### src/rtl/idma_desc64_inflight_tracker.sv
// Request/response register slices between the desc64 frontend and the iDMA backend.
// Caps in-flight transfers and reports occupancy, completions and sticky error/spurious flags.
module idma_desc64_inflight_tracker #(
  parameter int unsigned MaxOutstanding = 4,
  parameter int unsigned CntWidth       = $clog2(MaxOutstanding + 1),
  parameter type         idma_req_t     = logic,
  parameter type         idma_rsp_t     = struct packed { logic error; }
) (
  input  logic                clk_i,
  input  logic                rst_ni,
  input  idma_req_t           req_i,
  input  logic                req_valid_i,
  output logic                req_ready_o,
  output idma_req_t           req_o,
  output logic                req_valid_o,
  input  logic                req_ready_i,
  input  idma_rsp_t           rsp_i,
  input  logic                rsp_valid_i,
  output logic                rsp_ready_o,
  output idma_rsp_t           rsp_o,
  output logic                rsp_valid_o,
  input  logic                rsp_ready_i,
  input  logic                clear_i,
  output logic                busy_o,
  output logic [CntWidth-1:0] outstanding_o,
  output logic [31:0]         completed_o,
  output logic                error_o,
  output logic                spurious_o
);

  idma_req_t           req_q;
  idma_rsp_t           rsp_q;
  logic                req_valid_q, rsp_valid_q;
  logic [CntWidth-1:0] cnt_q, cnt_d;
  logic [31:0]         completed_q, completed_d;
  logic                error_q, error_d, spurious_q, spurious_d;
  logic                req_hs, rsp_in_hs, rsp_spurious, rsp_deliver;

  // Handshake decode; no bypass from a same-cycle retire into req_ready_o.
  always_comb begin
    req_ready_o  = (cnt_q != CntWidth'(MaxOutstanding)) && (!req_valid_q || req_ready_i);
    rsp_ready_o  = !rsp_valid_q || rsp_ready_i;
    req_hs       = req_valid_i && req_ready_o;
    rsp_in_hs    = rsp_valid_i && rsp_ready_o;
    rsp_spurious = rsp_in_hs && (cnt_q == '0) && !req_valid_q;
    rsp_deliver  = rsp_valid_q && rsp_ready_i;
  end

  // Occupancy next-state
  always_comb begin
    cnt_d = cnt_q;
    case ({req_hs, rsp_deliver})
      2'b10:   cnt_d = cnt_q + CntWidth'(1);
      2'b01:   cnt_d = cnt_q - CntWidth'(1);
      default: cnt_d = cnt_q;
    endcase
  end

  // Status next-state; clear overrides any coincident set or increment
  always_comb begin
    completed_d = completed_q;
    error_d     = error_q;
    spurious_d  = spurious_q;
    if (clear_i) begin
      completed_d = 32'd0;
      error_d     = 1'b0;
      spurious_d  = 1'b0;
    end else begin
      if (rsp_deliver) begin
        completed_d = completed_q + 32'd1;
      end else begin
        completed_d = completed_q;
      end
      if (rsp_deliver && rsp_q.error) begin
        error_d = 1'b1;
      end else begin
        error_d = error_q;
      end
      if (rsp_spurious) begin
        spurious_d = 1'b1;
      end else begin
        spurious_d = spurious_q;
      end
    end
  end

  // Request and response slices; spurious responses are consumed but never loaded
  always_ff @(posedge clk_i or negedge rst_ni) begin
    if (!rst_ni) begin
      req_valid_q <= 1'b0;
      req_q       <= '0;
      rsp_valid_q <= 1'b0;
      rsp_q       <= '0;
    end else begin
      if (req_hs) begin
        req_valid_q <= 1'b1;
        req_q       <= req_i;
      end else if (req_ready_i) begin
        req_valid_q <= 1'b0;
      end
      if (rsp_in_hs && !rsp_spurious) begin
        rsp_valid_q <= 1'b1;
        rsp_q       <= rsp_i;
      end else if (rsp_ready_i) begin
        rsp_valid_q <= 1'b0;
      end
    end
  end

  // Counters and sticky flags
  always_ff @(posedge clk_i or negedge rst_ni) begin
    if (!rst_ni) begin
      cnt_q       <= '0;
      completed_q <= 32'd0;
      error_q     <= 1'b0;
      spurious_q  <= 1'b0;
    end else begin
      cnt_q       <= cnt_d;
      completed_q <= completed_d;
      error_q     <= error_d;
      spurious_q  <= spurious_d;
    end
  end

  assign req_o         = req_q;
  assign req_valid_o   = req_valid_q;
  assign rsp_o         = rsp_q;
  assign rsp_valid_o   = rsp_valid_q;
  assign busy_o        = (cnt_q != '0);
  assign outstanding_o = cnt_q;
  assign completed_o   = completed_q;
  assign error_o       = error_q;
  assign spurious_o    = spurious_q;

endmodule

### config.mk
export PLATFORM = sky130hd
export DESIGN_NAME = idma_desc64_inflight_tracker
export DESIGN_NICKNAME = d
export VERILOG_FILES = /design/src/rtl/idma_desc64_inflight_tracker.sv
export SDC_FILE = /design/constraint.sdc
export NUM_CORES = 1
export LEC_CHECK = 0
export CAP_MARGIN = 20
export CORE_MARGIN = 3
export CORE_UTILIZATION = 38
export CTS_BUF_LIST = sky130_fd_sc_hd__clkbuf_8
export CTS_CLUSTER_SIZE = 28
export DETAILED_ROUTE_END_ITERATION = 16
export GPL_TIMING_DRIVEN = 0
export PLACE_DENSITY = 0.66
export SLEW_MARGIN = 20
export SYNTH_ARGS = -nofsm -noshare
export SYNTH_HDL_FRONTEND = slang
export SYNTH_SLANG_ARGS = --single-unit
### constraint.sdc
create_clock -name clk_i -period 2.2 [get_ports clk_i]
set_input_delay 0.44 -clock clk_i [delete_from_list [all_inputs] [get_ports clk_i]]
set_output_delay 0.44 -clock clk_i [all_outputs]
set_load 0.03 [all_outputs]
==> impl_metrics.env <==
export IMPL_status="complete, no violations"
export IMPL_hold_violations=0
export IMPL_synth_top_cell_by_area="dfrtp_1"
export IMPL_cts_buffers=5
export IMPL_wl_per_cell_um=14.82
export IMPL_core_area_sq_mm=0.005540
export IMPL_max_stage_delay_ps=400
export IMPL_pwr_density_cell_mw_per_mm2=709.1
export IMPL_syn2layout_area_growth_pct=34.09
export IMPL_die_area_sq_mm=0.006723
export IMPL_cts_num_sinks=41
export IMPL_r2r_cells=9
export IMPL_final_common_cell="clkdlybuf4s50_1"
export IMPL_gp_congestion=0.8705
export IMPL_drt_wl_total_um=5277
export IMPL_finalCritPeriodShare_pct=93.41
export IMPL_finalWorstPathRequiredPeriod_ps=2055
export IMPL_cts_root_buf="clkbuf_8"
export IMPL_overflow=0
export IMPL_dieWidth_um=82.00
export IMPL_drt_pre_antenna_iters=4
export IMPL_io_buffers=51
export IMPL_grt_pass1_vias=1913
export IMPL_ir_drop_uv=705.8
export IMPL_diodes=0
export IMPL_antenna_found_initial=0
export IMPL_via_per_inst=5.551
export IMPL_first_iter_violations=101
export IMPL_critPathArrivalTime_ps=2270
export IMPL_n_fill_cell=542
export IMPL_finalSetupTns_ps=0
export IMPL_grt_use_total_pct=17.57
export IMPL_rrSetupSlack_ps=300
export IMPL_maxCapViolations=0
export IMPL_final_area_sq_mm=0.002943
export IMPL_relSlewSlack_pct=70.09
export IMPL_r2r_start="rsp_valid_o"
export IMPL_skew_ps=3.681
export IMPL_seqCellArea_sq_mm=0.001026
export IMPL_worstMarginPinSlew_ps=448.7
export IMPL_cp_end_kind="register"
export IMPL_clk_latency_ps=290
export IMPL_drc=0
export IMPL_die_height_um=82.00
export IMPL_setup_viol=0
export IMPL_ctsHtreeMaxLevel=2
export IMPL_layout_drive_gt1_share_pct=10.92
export IMPL_cts_path_max_buffers=2
export IMPL_multi_input_area_sq_mm=0.001086
export IMPL_hold_path_class="input port to asynchronous set/reset pin"
export IMPL_yosysWarnings=0
export IMPL_drt_antenna_violating_nets=0
export IMPL_synth_area_sq_mm=0.002195
export IMPL_crit_top_cell="xor2_1"
export IMPL_grt_pass1_wl_um=9183
export IMPL_clk_pin_slew_ps=80
export IMPL_layout_common_cells="46 x clkdlybuf4s50_1, 41 x dfrtp_1, 20 x a21oi_1"
export IMPL_num_rows=27
export IMPL_drv_slew=0
export IMPL_cts_tree="yes"
export IMPL_start_util_pct=39.61
export IMPL_leakage_nw=1.191
export IMPL_crit_type="input port to register"
export IMPL_crit_end="outstanding_o[2]"
export IMPL_cp_cell_sequence="clkdlybuf4s50_1, nor2b_1, a31oi_2, nand2_1, ha_2, inv_1, fa_1, xor2_1, nor2_1, xor2_1"
export IMPL_hold_buffers=0
export IMPL_io_pins=53
export IMPL_post_route_util_pct=53.12
export IMPL_required_ps=2420
export IMPL_max_freq_mhz=486.6
export IMPL_syn_instance_count=224
export IMPL_finalNetCount=295
export IMPL_setup_worst_path_start_class="input port"
export IMPL_synth_top_cell_area_share_pct=46.75
export IMPL_rsz0062_at_grt="false"
export IMPL_place_area_sq_mm=0.002816
export IMPL_syn_avg_cell_area_sq_um=9.797
export IMPL_synth_cell_types=38
export IMPL_grt_max_degree=25
export IMPL_crit_start="req_ready_i"
export IMPL_ys_ff_latch=41
export IMPL_routed_via_count=1976
export IMPL_post_cts_setup_buffer_count=0
export IMPL_cp_max_fo=3
export IMPL_cts_resized=7
export IMPL_syn_num_nets=236
export IMPL_post_dp_hpwl_um=3883
export IMPL_crit_slowest_cell="clkdlybuf4s50_1"
export IMPL_synth_seq_area_share_pct=46.75
export IMPL_synthTopCellsByArea="dfrtp_1 47%, o31ai_1 4.8%, a21oi_1 4.6%"
export IMPL_timing_rr_end="outstanding_o[2]"
[through the flow]
step                      hold WS [ps]  cells  setup WS, ps  total power [mW]
after floorplan                  144.4    224         9.130             1.241
after global routing             107.2    356         5.485             2.206
after detailed placement         409.0    348        -464.0             1.487
final                            79.52    356         145.1             2.087
after global placement           488.8    347        -459.6             1.477
after CTS                        92.12    356         19.73             2.110
[per-layer routing]
layer,part of all wire [%],vias up,global-route usage (%)
met4,1.7,0,4.983
met1,46,968,23.40
met2,48,45,28.68
li1,-,952,-
met5,0,-,0
met3,3.8,11,3.838
[sequential cells by signal, summed over array words and instances (netlist names)]
signal,count
completed_o,32
outstanding_o,3
error_o,1
req_o,1
req_valid_o,1
rsp_o,1
rsp_valid_o,1
spurious_o,1
[area by class of cell]
type,instances,area share (%)
clock inverter,2,1.148
tap,72,3.061
timing repair buffer,52,17.81
multi-input combinational,166,36.90
sequential,41,34.86
buffer,10,2.509
inverter,7,0.8929
clock buffer,6,2.806
[worst max-delay path, delay by kind of cell]
kind                       cells  cell delay (ps)
and+or+nand+nor                3              430
xor gates and xnor gates       2              300
adders and majority gates      2              580
AOI/OAI and AO/OA              1               60
buffers and inverters          2              450
[logic make-up after synthesis]
family	count (synthesis)	synth area share (%)
AND/OR/NAND/NOR	102	27.54
AO/OA/AOI/OAI	44	12.14
flip-flops	41	46.75
buffers and inverters	17	4.276
XOR/XNOR	13	5.188
multiplexers	4	2.052
adder cells (fa/ha/maj)	3	2.052
[worst min path at each step]
| stage | start | to | slack (ps) | depth (start not counted) |
|---|---|---|---|---|
| floorplan | rst_ni | completed_o[0] | 140 | 0 |
| CTS | rst_ni | completed_o[11] | 90 | 1 |
| detailed placement | rst_ni | completed_o[31] | 410 | 1 |
| finish | rst_ni | completed_o[18] | 80 | 1 |
| global route | rst_ni | completed_o[18] | 110 | 1 |
| global placement | spurious_o | spurious_o | 490 | 2 |
[cell usage after synthesis, drive strengths merged]
master	n
and3	4
o21ai	6
or2	1
dlymetal6s2s	1
dfrtp	41
o31ai	14
nand4b	1
buf	7
nand3	15
or3	4
or4	13
mux2	4
ha	2
nor2b	3
clkbuf	2
nand4	11
xnor2	4
and2	4
nor3	1
o21ba	1
xor2	9
o31a	1
inv	7
fa	1
nand2b	2
and4	8
a31oi	2
nand2	17
nor2	16
a21oi	20
nor4	2
[power breakdown]
| group | internal, mW | switching, mW | leakage [nW] | total (mW) |
|---|---|---|---|---|
| logic | 0.240 | 0.342 | 0.573 | 0.581 |
| registers | 0.818 | 0.0611 | 0.555 | 0.879 |
| clock network | 0.365 | 0.261 | 0.0626 | 0.627 |
| total | 1.42 | 0.664 | 1.19 | 2.09 |
(Power assumes the default switching activity.)
==> patch: new RTL, same flow settings <==
Make the reset (`rst_ni`) synchronous in 2 clocked blocks.
--- a/src/rtl/idma_desc64_inflight_tracker.sv
+++ b/src/rtl/idma_desc64_inflight_tracker.sv
@@ -85,7 +85,7 @@
   end
 
   // Request and response slices; spurious responses are consumed but never loaded
-  always_ff @(posedge clk_i or negedge rst_ni) begin
+  always_ff @(posedge clk_i) begin
     if (!rst_ni) begin
       req_valid_q <= 1'b0;
       req_q       <= '0;
@@ -108,7 +108,7 @@
   end
 
   // Counters and sticky flags
-  always_ff @(posedge clk_i or negedge rst_ni) begin
+  always_ff @(posedge clk_i) begin
     if (!rst_ni) begin
       cnt_q       <= '0;
       completed_q <= 32'd0;
Function: differs if rst_ni is asserted again (counterexample within 4 cycles, from zero or initial values and one cycle with rst_ni low); with rst_ni held inactive, the same outputs for 10 cycles.
==> patch against the unedited design <==
- sequential cell count is the same
- synthesized cell count grew 6.3%
- synthesized area shrank 7.9%
- design area shrank 6.0%
- global-route usage shrank 0.24 points
- critical path depth shrank 1
- worst setup slack gained 0.013 ns
- wire length shrank 4.2%
- hold slack gained 0.39 ns
- largest cell class unchanged
Power is not compared: it rests on default switching activity, and its combinational part moved more than twofold at a synthesized area within 25%.
==> patch: results (changes against the unedited design) <==
Finish
  • Seq Cell Count: 41 (unchanged)
  • Filler cell count: 478 (-12%)
  • Clock buf count: 5 (-1)
  • Nonclk buf count: 64 (+3.2%)
  • Signal inverters: 8 (+1)
  • Fraction of area in multi-input gates: 41.9% (+5.0 points)
  • Non-Clock Buffer Area Fraction: 21.1% (+0.76 points)
  • Ratio of cells with drive above 1 in the final layout: 8.00% (-2.9 points)
  • Clock network area share: 2.99% (-0.97 points)
  • Fin nets: 311 (+5.4%)
  • Comb_multi_in: 179 (+7.8%)
  • Seq/total area: 29.8% (-5.0 points)

Routing
  • Met3 wire length: 349 microns (+72%)
  • Met2 wire length: 2.32 mm (-8.9%)
  • Via count: 1975 (-0.051%)
  • Initial DRT Pass Iterations: 4 (unchanged)
  • Final WL: 5.05 mm (-4.2%)
  • Met1 Wirelength: 2.33 mm (-4.2%)
  • Iter 0 DRT Violations: 117 (+16%)

Hold path
  • Worst Hold Path EP: spurious_o
  • Min-delay worst type: flop to flop

Critical path
  • Worst-case reg-to-reg path depth: 5 (-4)
  • Critical path launch point: req_ready_i
  • Worst r2r dst: completed_o[26]
  • Reg2reg setup slack: 0.16 ns (-0.14 ns)
  • Reg2reg start: completed_o[3]
  • CP delay by family, top: adder cells
  • Crit path to: outstanding_o[2]

Yosys
  • Adder-Cell Fraction of Synth Area: 2.23% (+0.18 points)
  • Synth top cells by count: dfxtp_1, nand2_1, a21oi_1
  • Synth Area in Compound Gates: 11.2% (-0.94 points)
  • Post-synthesis mux area share: 4.95% (+2.9 points)
  • Ys async rst share: 0% (-100 points)
  • XOR/XNOR share of the synthesized area: 4.77% (-0.42 points)
  • Netlist cell types: 35 (-7.9%)
  • Syn Nets: 250 (+5.9%)
  • Ranking of synthesized cells by area: dfxtp_1, nand2_1, mux2i_1
  • Sequential area share after synthesis: 40.6% (-6.1 points)
  • Most common cell in the synthesized netlist: dfxtp_1

Timing
  • Slew @ Worst Pin: 0.509 ns (+0.0607 ns)
  • Final Skew: 0.00551 ns (+0.00183 ns)
  • Min Hold Slack: 0.470 ns (+0.391 ns)

GRT
  • Met2 Use GR: 28.5% (-0.15 points)
  • Met1 Usage GRT: 21.7% (-1.7 points)
  • Met3 Resource Use GR: 5.90% (+2.1 points)
  • Global-route wire length before repair: 8.66 mm (-5.7%)
  • Total track usage: 17.3% (-0.24 points)
  • Vias in the first global route: 1867 (-2.4%)
  • Pin count of the biggest net entering global routing: 13 (-48%)

Placement
  • Hpwl dp: 3.71 mm (-4.5%)
  • Gp weighted congestion: 0.850 (-2.4%)
  • PortBufs: 52 (+2.0%)

CTS
  • CTS buffer count: 5 (unchanged)
  • CTS Buffer Depth: 2 (unchanged)

Run status
  • Outcome: completed

Power and ir drop
  • VDD IR-drop max: between 0.4 and 0.5 mV
## patch: cell count changes in the layout (fill, tap and decap cells not counted), sizes merged, moves of 8 or more
cell,delta
dfxtp,+41
dfrtp,-41
nand2b,+9
nand2,+10
nor4,+8
mux2i,+10
## patch: stage by stage
| step | area (sq um) | utilization (%) | total power (uW) | setup slack [ns] | std cells |
|---|---|---|---|---|---|
| 2_1_floorplan | 2030 | - | 938 | 0.0600 | 238 |
| 3_3_place_gp | 2630 | 53.3 | 1030 | -0.369 | 357 |
| 3_5_place_dp | 2630 | 53.3 | 1030 | -0.449 | 357 |
| 4_1_cts | 2750 | 55.6 | 1520 | 0.00489 | 367 |
| 5_1_grt | 2770 | 55.9 | 1570 | 0.0317 | 367 |
| 6_report | 2770 | 55.9 | 1500 | 0.158 | 367 |
## patch: what timing repair did
item,4_1_cts,5_1_grt
resized for setup,7,8
pin swaps,1,2
setup buffers,2,0
endpoints found under the setup margin,4,10
